<file path="src/rtl/instr_fetch_unit.sv">
// instr_fetch_unit: owns the PC and IR and prefetches the word at PC from ROM.
// Ports: clock/reset (async, active-low); pc_clr/pc_up/ld are controller requests;
// ir/ir_valid/fetch_busy/pc go to the controller; rom_addr/rom_rd/rom_data/rom_ack
// form the ROM handshake; state_o exposes the FSM state (FETCH=0, HOLD=1, DRAIN=2).
module instr_fetch_unit #(
  parameter int AW = 7,
  parameter int DW = 16
) (
  input  logic          clock,
  input  logic          reset,
  input  logic          pc_clr,
  input  logic          pc_up,
  input  logic          ld,
  output logic [DW-1:0] ir,
  output logic          ir_valid,
  output logic          fetch_busy,
  output logic [AW-1:0] pc,
  output logic [AW-1:0] rom_addr,
  output logic          rom_rd,
  input  logic [DW-1:0] rom_data,
  input  logic          rom_ack,
  output logic [1:0]    state_o
);
  typedef enum logic [1:0] {FETCH = 2'd0, HOLD = 2'd1, DRAIN = 2'd2} state_t;
  state_t state, state_nx;
  logic [DW-1:0] pf_buf;
  logic pf_valid, ld_pend, ack_ok, moved, take;
  logic [AW-1:0] pc_nx;
  always_comb begin
    ack_ok = rom_rd & rom_ack;
    moved = pc_clr | pc_up;
    pc_nx = pc_clr ? '0 : pc_up ? pc + AW'(1) : pc;
    // an ack seen in DRAIN belongs to a PC that has since moved on, so it is dropped
    state_nx = state == HOLD  ? (moved ? FETCH : HOLD) :
               state == DRAIN ? (ack_ok ? FETCH : DRAIN) :
               ack_ok ? (moved ? FETCH : HOLD) : (moved ? DRAIN : FETCH);
    // a pending (or same-cycle) ld is satisfied straight from the ROM data
    take = (state == FETCH) & ack_ok & (ld | ld_pend);
  end
  always_ff @(posedge clock or negedge reset) begin
    if (!reset) begin
      state <= FETCH;
      pc <= '0;
      ir <= '0;
      ir_valid <= 1'b0;
      rom_addr <= '0;
      rom_rd <= 1'b1;
      pf_buf <= '0;
      pf_valid <= 1'b0;
      ld_pend <= 1'b0;
    end else begin
      state <= state_nx;
      pc <= pc_nx;
      rom_rd <= state_nx != HOLD;
      // a new request is launched only once the previous one is closed
      if (state_nx == FETCH && (state == HOLD || ack_ok)) rom_addr <= pc_nx;
      if (moved) pf_valid <= 1'b0;
      else if (state == FETCH && ack_ok) begin
        pf_buf <= rom_data;
        pf_valid <= 1'b1;
      end
      if (pc_clr) begin
        ir <= '0;
        ir_valid <= 1'b0;
        ld_pend <= 1'b0;
      end else if (take) begin
        ir <= rom_data;
        ir_valid <= 1'b1;
        ld_pend <= 1'b0;
      end else if (ld && pf_valid) begin
        ir <= pf_buf;
        ir_valid <= 1'b1;
      end else if (ld) ld_pend <= 1'b1;
    end
  end
  assign fetch_busy = ~pf_valid;
  assign state_o = state;
endmodule

</file>
<file path="config.mk">
export PLATFORM = sky130hd
export DESIGN_NAME = instr_fetch_unit
export DESIGN_NICKNAME = d
export VERILOG_FILES = /design/src/rtl/instr_fetch_unit.sv
export SDC_FILE = /design/constraint.sdc
export NUM_CORES = 1
export LEC_CHECK = 0
export ABC_AREA = 0
export BUFFER_PORTS_ARGS = -buffer_cell sky130_fd_sc_hd__buf_2
export CORE_MARGIN = 2
export CORE_UTILIZATION = 35
export DETAILED_ROUTE_END_ITERATION = 8
export SETUP_SLACK_MARGIN = 0.2
export SLEW_MARGIN = 10
export SYNTH_ARGS = -nofsm -noshare
export SYNTH_HDL_FRONTEND = slang
export SYNTH_SLANG_ARGS = --single-unit
export TNS_END_PERCENT = 50
</file>
<file path="constraint.sdc">
create_clock -name clock -period 2.9 [get_ports clock]
set_clock_uncertainty 0.15 [all_clocks]
set_input_delay 0.435 -clock clock [delete_from_list [all_inputs] [get_ports clock]]
set_output_delay 0.435 -clock clock [all_outputs]
set_load 0.005 [all_outputs]
</file>
Word level (Yosys, flattened, before mapping)
Cells that the tools add are included.
- add/sub/neg operators: 1
- eq/ne operators: 4
- multiplexer cells: 20
- bitwise logic cells: 7
- reductions and logical operators: 11
- operators by type and width (cell ; count):
    $mux W16 ; 3
    $mux W7 ; 2
    $mux W1 ; 10
    $mux W2 ; 5
    $add A7 B1 Y7 const B ; 1
    $reduce_bool A3 Y1 ; 2
    $logic_not A2 Y1 ; 2
    $reduce_and A2 Y1 ; 2
    $and A1 B1 Y1 ; 3
    $logic_and A1 B1 Y1 ; 3
    $ne A3 B3 Y1 const B ; 1
    $eq A2 B1 Y1 const B ; 1
    $eq A2 B2 Y1 const B ; 1
    $ne A2 B1 Y1 const B ; 1
    $not A1 Y1 ; 2
    $or A1 B1 Y1 ; 2
    $reduce_bool A2 Y1 ; 1
    $logic_or A1 B1 Y1 ; 1
- bits in registers: 52
- input bits: 22
- output and inout port bits: 35
- word-level logic and storage cells: 52

Depth between registers and ports, before layout
- depth in word-level cells: 7
- gate-level depth with buffers: 6
- gate-level depth less buffers: 5

Worst setup path before layout
OpenSTA, ideal clock, no wires.
- path kind: register -> register
- start point: reg rom_rd
- end point: reg ir[10]
- library setup time: 135 ps
- data arrival time: 1547 ps
- required time: 2615 ps
- path slack: 1068 ps
- stages on the path, launching flop included: 7
- path buffers: 2
- period minus slack after synthesis: 1832 ps
- cells stage by stage: dfstp_2 nand2_2 or4_4 buf_6 buf_2 nor2_1 a311oi_2
- word-level cells in the longest chain between the ends: 5
- elaborated cells on any way between the ends: 6
- those cells by class: mux (2); bitwise (3); reduce/logical (1)
- ends and longest elaborated chain (what ; RTL line ; text):
    start, declared ; 19 ; output logic rom_rd,
    start signal, assigned ; 47 ; rom_rd <= 1'b1;
    start signal, assigned ; 54 ; rom_rd <= state_nx != HOLD;
    $and A1 B1 Y1 * ; 30 ; ack_ok = rom_rd & rom_ack;
    $and A1 B1 Y1 * (2 in a row) ; 38 ; take = (state == FETCH) & ack_ok & (ld | ld_pend);
    $mux W16 ; 66 ; end else if (take) begin
    $mux W16 ; 62 ; if (pc_clr) begin
    end signal, assigned ; 67 ; ir <= rom_data;
    end signal, assigned ; 71 ; ir <= pf_buf;
    end, declared ; 14 ; output logic [DW-1:0] ir,
Every way passes the cells marked *; elsewhere a longest branch is shown, timed or not.
A chain may end at the register's enable or synchronous reset.

Worst setup path after layout
- start point: reg rom_rd
- end point: reg ir[9]
Same word-level chain as after synthesis.

==> results_tabular.tex <==
\begin{tabular}{lr}
\hline
Metric & Value \\
\hline
\multicolumn{2}{l}{\textbf{Timing}} \\
\quad Least-Margin Pin Slew & 0.657 ns \\
\quad Fin. Hold Viols & 0 \\
\quad Slew Limit Fails & 0 \\
\quad TNS Setup & 0 ns \\
\quad Maximum achievable frequency & 511 MHz \\
\quad Final cycle utilization of the critical path & 67.5\% \\
\quad Unrepaired setup endpoints after global routing & no \\
\quad Final Critical Period & 1.96 ns \\
\quad Tightest slew margin relative to the limit & 56.2\% \\
\quad Final setup viols & 0 \\
\multicolumn{2}{l}{\textbf{Synthesis}} \\
\quad Cell accounting for the most synthesized area & sky130\_fd\_sc\_hd\_\_dfrtp\_1 \\
\quad Top flip-flop cell by instance count after synthesis & sky130\_fd\_sc\_hd\_\_dfrtp\_1 \\
\quad Async S/R FF share, synth & 100\% \\
\quad Count of synthesis-stage warnings from yosys & 0 \\
\quad Number of storage elements in the synthesis netlist & 52 \\
\quad Most area-consuming cells after synthesis & sky130\_fd\_sc\_hd\_\_dfrtp\_1 (54\%), sky130\_fd\_sc\_hd\_\_mux2\_2 (10\%), sky130\_fd\_sc\_hd\_\_a311oi\_2 (10\%) \\
\quad Post-Syn Area & 2370 sq um \\
\quad Mapped Nets & 223 \\
\quad Register area share after synthesis & 54.9\% \\
\quad Cell count after synthesis & 200 \\
\quad Number of flops mapped to enable cells by yosys & 0 \\
\quad Area fraction of the dominant cell type after synthesis & 53.8\% \\
\quad Number of distinct library cells after synthesis & 31 \\
\quad Post-Syn Area per Cell & 11.9 sq um \\
\multicolumn{2}{l}{\textbf{Placed design}} \\
\quad Last weighted congestion value of the routability-driven placer & 0.704 \\
\quad Placed wire-length estimate after detailed placement & 3.26 mm \\
\quad Input/output buffers & 56 \\
\multicolumn{2}{l}{\textbf{Floorplan}} \\
\quad Die footprint & 7450 sq um \\
\quad Die Width & 86.3 um \\
\quad Initial Utilization & 35.5\% \\
\quad Core footprint & 6680 sq um \\
\quad FP Rows & 30 \\
\quad \# IOs & 57 \\
\quad Floorplan die height & 86.3 um \\
\multicolumn{2}{l}{\textbf{Global routing}} \\
\quad Met1 track utilization from global routing & 19.4\% \\
\quad Initial antenna violation count & 0 \\
\quad Met3 track demand over resource & 2.76\% \\
\quad Pin count of the biggest net entering global routing & 53 \\
\quad GRT overflow & 0 \\
\quad Vias in the first global route & 1616 \\
\quad Met2 capacity usage during global routing & 21.7\% \\
\quad Layer carrying the most global-route usage & met2 \\
\quad Global-route wire length before repair & 8.14 mm \\
\quad Overall Global Routing Usage & 13.7\% \\
\multicolumn{2}{l}{\textbf{Power}} \\
\quad Lkg Pwr & 1.32 nW \\
\quad Maximum VDD drop & 0.184 mV \\
\quad Pwr/cell area & 552 nW/um\^{}2 \\
\quad Total power & 1.53 mW \\
\multicolumn{2}{l}{\textbf{Clock network}} \\
\quad Resized Gates After CTS & 0 \\
\quad Number of clock sinks & 52 \\
\quad Number of buffers added by the clock tree synthesis step & 5 \\
\quad CTS clk-pin slew, worst paths & 0.09 ns \\
\quad Cts hold-fix bufs & 0 \\
\quad Number of buffers inserted by post-CTS setup repair & 0 \\
\quad Cell at the root of the clock tree & sky130\_fd\_sc\_hd\_\_clkbuf\_8 \\
\quad H-tree levels & 2 \\
\quad Clock buffer depth & 2 \\
\quad Clock latency of the later-clocked register in the worst-skew pair & 0.30 ns \\
\quad TritonCTS clock tree & yes \\
\multicolumn{2}{l}{\textbf{Final layout}} \\
\quad Post-layout util & 41.5\% \\
\quad Area used by sequential logic in the layout & 1300 sq um \\
\quad Antenna diode count & 0 \\
\quad Layout overhead on the synthesized area & 16.8\% \\
\quad Share of layout cells above drive strength 1 & 43.3\% \\
\quad Filler cells & 664 \\
\quad Count of nets after finishing & 276 \\
\quad Area occupied by multi-input gates & 962 sq um \\
\multicolumn{2}{l}{\textbf{Min path}} \\
\quad Worst hold path type & primary input to asynchronous set/reset pin \\
\multicolumn{2}{l}{\textbf{Critical path}} \\
\quad Setup crit end kind & flip-flop \\
\quad Required time of the critical path & 2.91 ns \\
\quad Length in cells of the worst reg-to-reg path & 4 \\
\quad Worst-path maximum fanout & 34 \\
\quad Start-to-end type of the worst setup path & flip-flop to flip-flop \\
\quad Setup slack, reg-to-reg & 0.94 ns \\
\quad Launch point of the worst reg-to-reg path & rom\_rd \\
\quad Startpoint class of the critical path & flip-flop \\
\quad Worst endpoint data arrival time & 1.97 ns \\
\quad Critical R2R Capture & ir[9] \\
\multicolumn{2}{l}{\textbf{Routing}} \\
\quad Routed vias/inst & 5.07 \\
\quad Per-cell routed wire length & 15.0 um \\
\quad Number of nets with antenna violations after routing & 0 \\
\quad Detailed-route via count & 1692 \\
\quad Detailed-router iteration count before antenna repair & 4 \\
\quad DRT Wirelength & 5.01 mm \\
\quad Detailed-route DRC error count & 0 \\
\quad DRC violation total after the first TritonRoute iteration & 104 \\
\multicolumn{2}{l}{\textbf{Status}} \\
\quad Outcome & finished, final reports clean \\
\multicolumn{2}{l}{\textbf{Job}} \\
\quad Maximum Capacitance Violations & 0 \\
\hline
\end{tabular}
==> metal layers <==
layer | up-vias | share of wire, %
li1 | 809 | -
met1 | 847 | 48
met2 | 31 | 48
met3 | 5 | 3.1
met4 | 0 | 1.1
met5 | - | 0
==> cell families (layout without fill, tap and decap cells) <==
group	Yosys count	count (layout)	share of synthesized area, %
compound gates	27	27	12.8
xor+xnor	4	4	1.48
fa+ha+maj	1	1	0.527
buf+inv	17	71	4.54
flops	52	52	54.9
mux	24	24	11.3
simple gates	75	75	14.5
==> layout by cell type (no fill, tap or decap), drive strengths merged, types with 2 or more instances in the layout <==
cell type / instances
clkbuf: 7
mux2: 23
o21ai: 4
a21oi: 6
nor3: 2
buf: 60
nand2: 24
a311oi: 16
or3: 2
xor2: 3
inv: 3
nor2: 23
dfrtp: 51
nand3: 16
nand4: 3
==> registers in the layout, summed over array words and instances (netlist names) <==
register and flops:
ir 16, ir_valid 1, ld_pend 1, pc 7
pf_buf 16, pf_valid 1, rom_addr 7, rom_rd 1
state_o 2
==> how the worst max path moves through the flow <==
stage	startpoint	depth (start not counted)	slack, ns	to
final	rom_rd	4	0.94	ir[9]
after CTS	rom_rd	4	0.93	ir[9]
after detailed placement	rom_rd	4	0.95	ir[9]
after global placement	rom_rd	4	0.99	ir[5]
after floorplan	rom_rd	6	1.07	ir[10]
after global routing	rom_rd	4	0.86	ir[13]
==> worst max-delay path: stages (launching register included) <==
cell                       delay [ns]
sky130_fd_sc_hd__dfstp_2         0.55
sky130_fd_sc_hd__nand2_2         0.09
sky130_fd_sc_hd__or4_4           0.72
sky130_fd_sc_hd__nor2_1          0.22
sky130_fd_sc_hd__a311oi_2        0.06
==> metrics by stage <==
| stage | setup slack (ns) | instance area, sq um | hold WS [ns] | instances |
|---|---|---|---|---|
| after floorplan | 1.07 | 2370 | -0.0106 | 200 |
| after global placement | 0.991 | 2690 | 0.325 | 326 |
| after detailed placement | 0.946 | 2690 | 0.331 | 326 |
| after CTS | 0.927 | 2770 | 0.116 | 334 |
| after global routing | 0.859 | 2770 | 0.146 | 334 |
| final | 0.943 | 2770 | 0.0759 | 334 |
==> synthesized netlist by cell type (2+ instances only) <==
| cell type | number |
|---|---|
| sky130_fd_sc_hd__nor2_1 | 22 |
| sky130_fd_sc_hd__a311oi_2 | 16 |
| sky130_fd_sc_hd__nand3_1 | 16 |
| sky130_fd_sc_hd__inv_1 | 3 |
| sky130_fd_sc_hd__or3_1 | 2 |
| sky130_fd_sc_hd__nor3_1 | 2 |
| sky130_fd_sc_hd__nand2_1 | 22 |
| sky130_fd_sc_hd__mux2_2 | 22 |
| sky130_fd_sc_hd__a21oi_1 | 6 |
| sky130_fd_sc_hd__xor2_1 | 3 |
| sky130_fd_sc_hd__dfrtp_1 | 51 |
| sky130_fd_sc_hd__buf_2 | 7 |
| sky130_fd_sc_hd__nand2_2 | 2 |
| sky130_fd_sc_hd__o21ai_0 | 4 |
| sky130_fd_sc_hd__clkbuf_1 | 4 |
| sky130_fd_sc_hd__nand4_1 | 3 |
==> power breakdown <==
part           internal [mW]  total [mW]  switching, mW
sequential             0.820       0.871         0.0506
clock                  0.173       0.410          0.237
combinational          0.127       0.249          0.122
total                   1.12        1.53          0.410
==> final cells by class <==
| type | instances | share of cell area (%) |
|---|---|---|
| repair buffers | 60 | 11.2 |
| well taps | 80 | 3.61 |
| clock buffers | 7 | 2.75 |
| inverters | 3 | 0.406 |
| flip-flops and latches | 52 | 47.0 |
| multi-input cells | 131 | 34.7 |
| clock inverters | 1 | 0.316 |
Power figures use the tool's default switching activity.
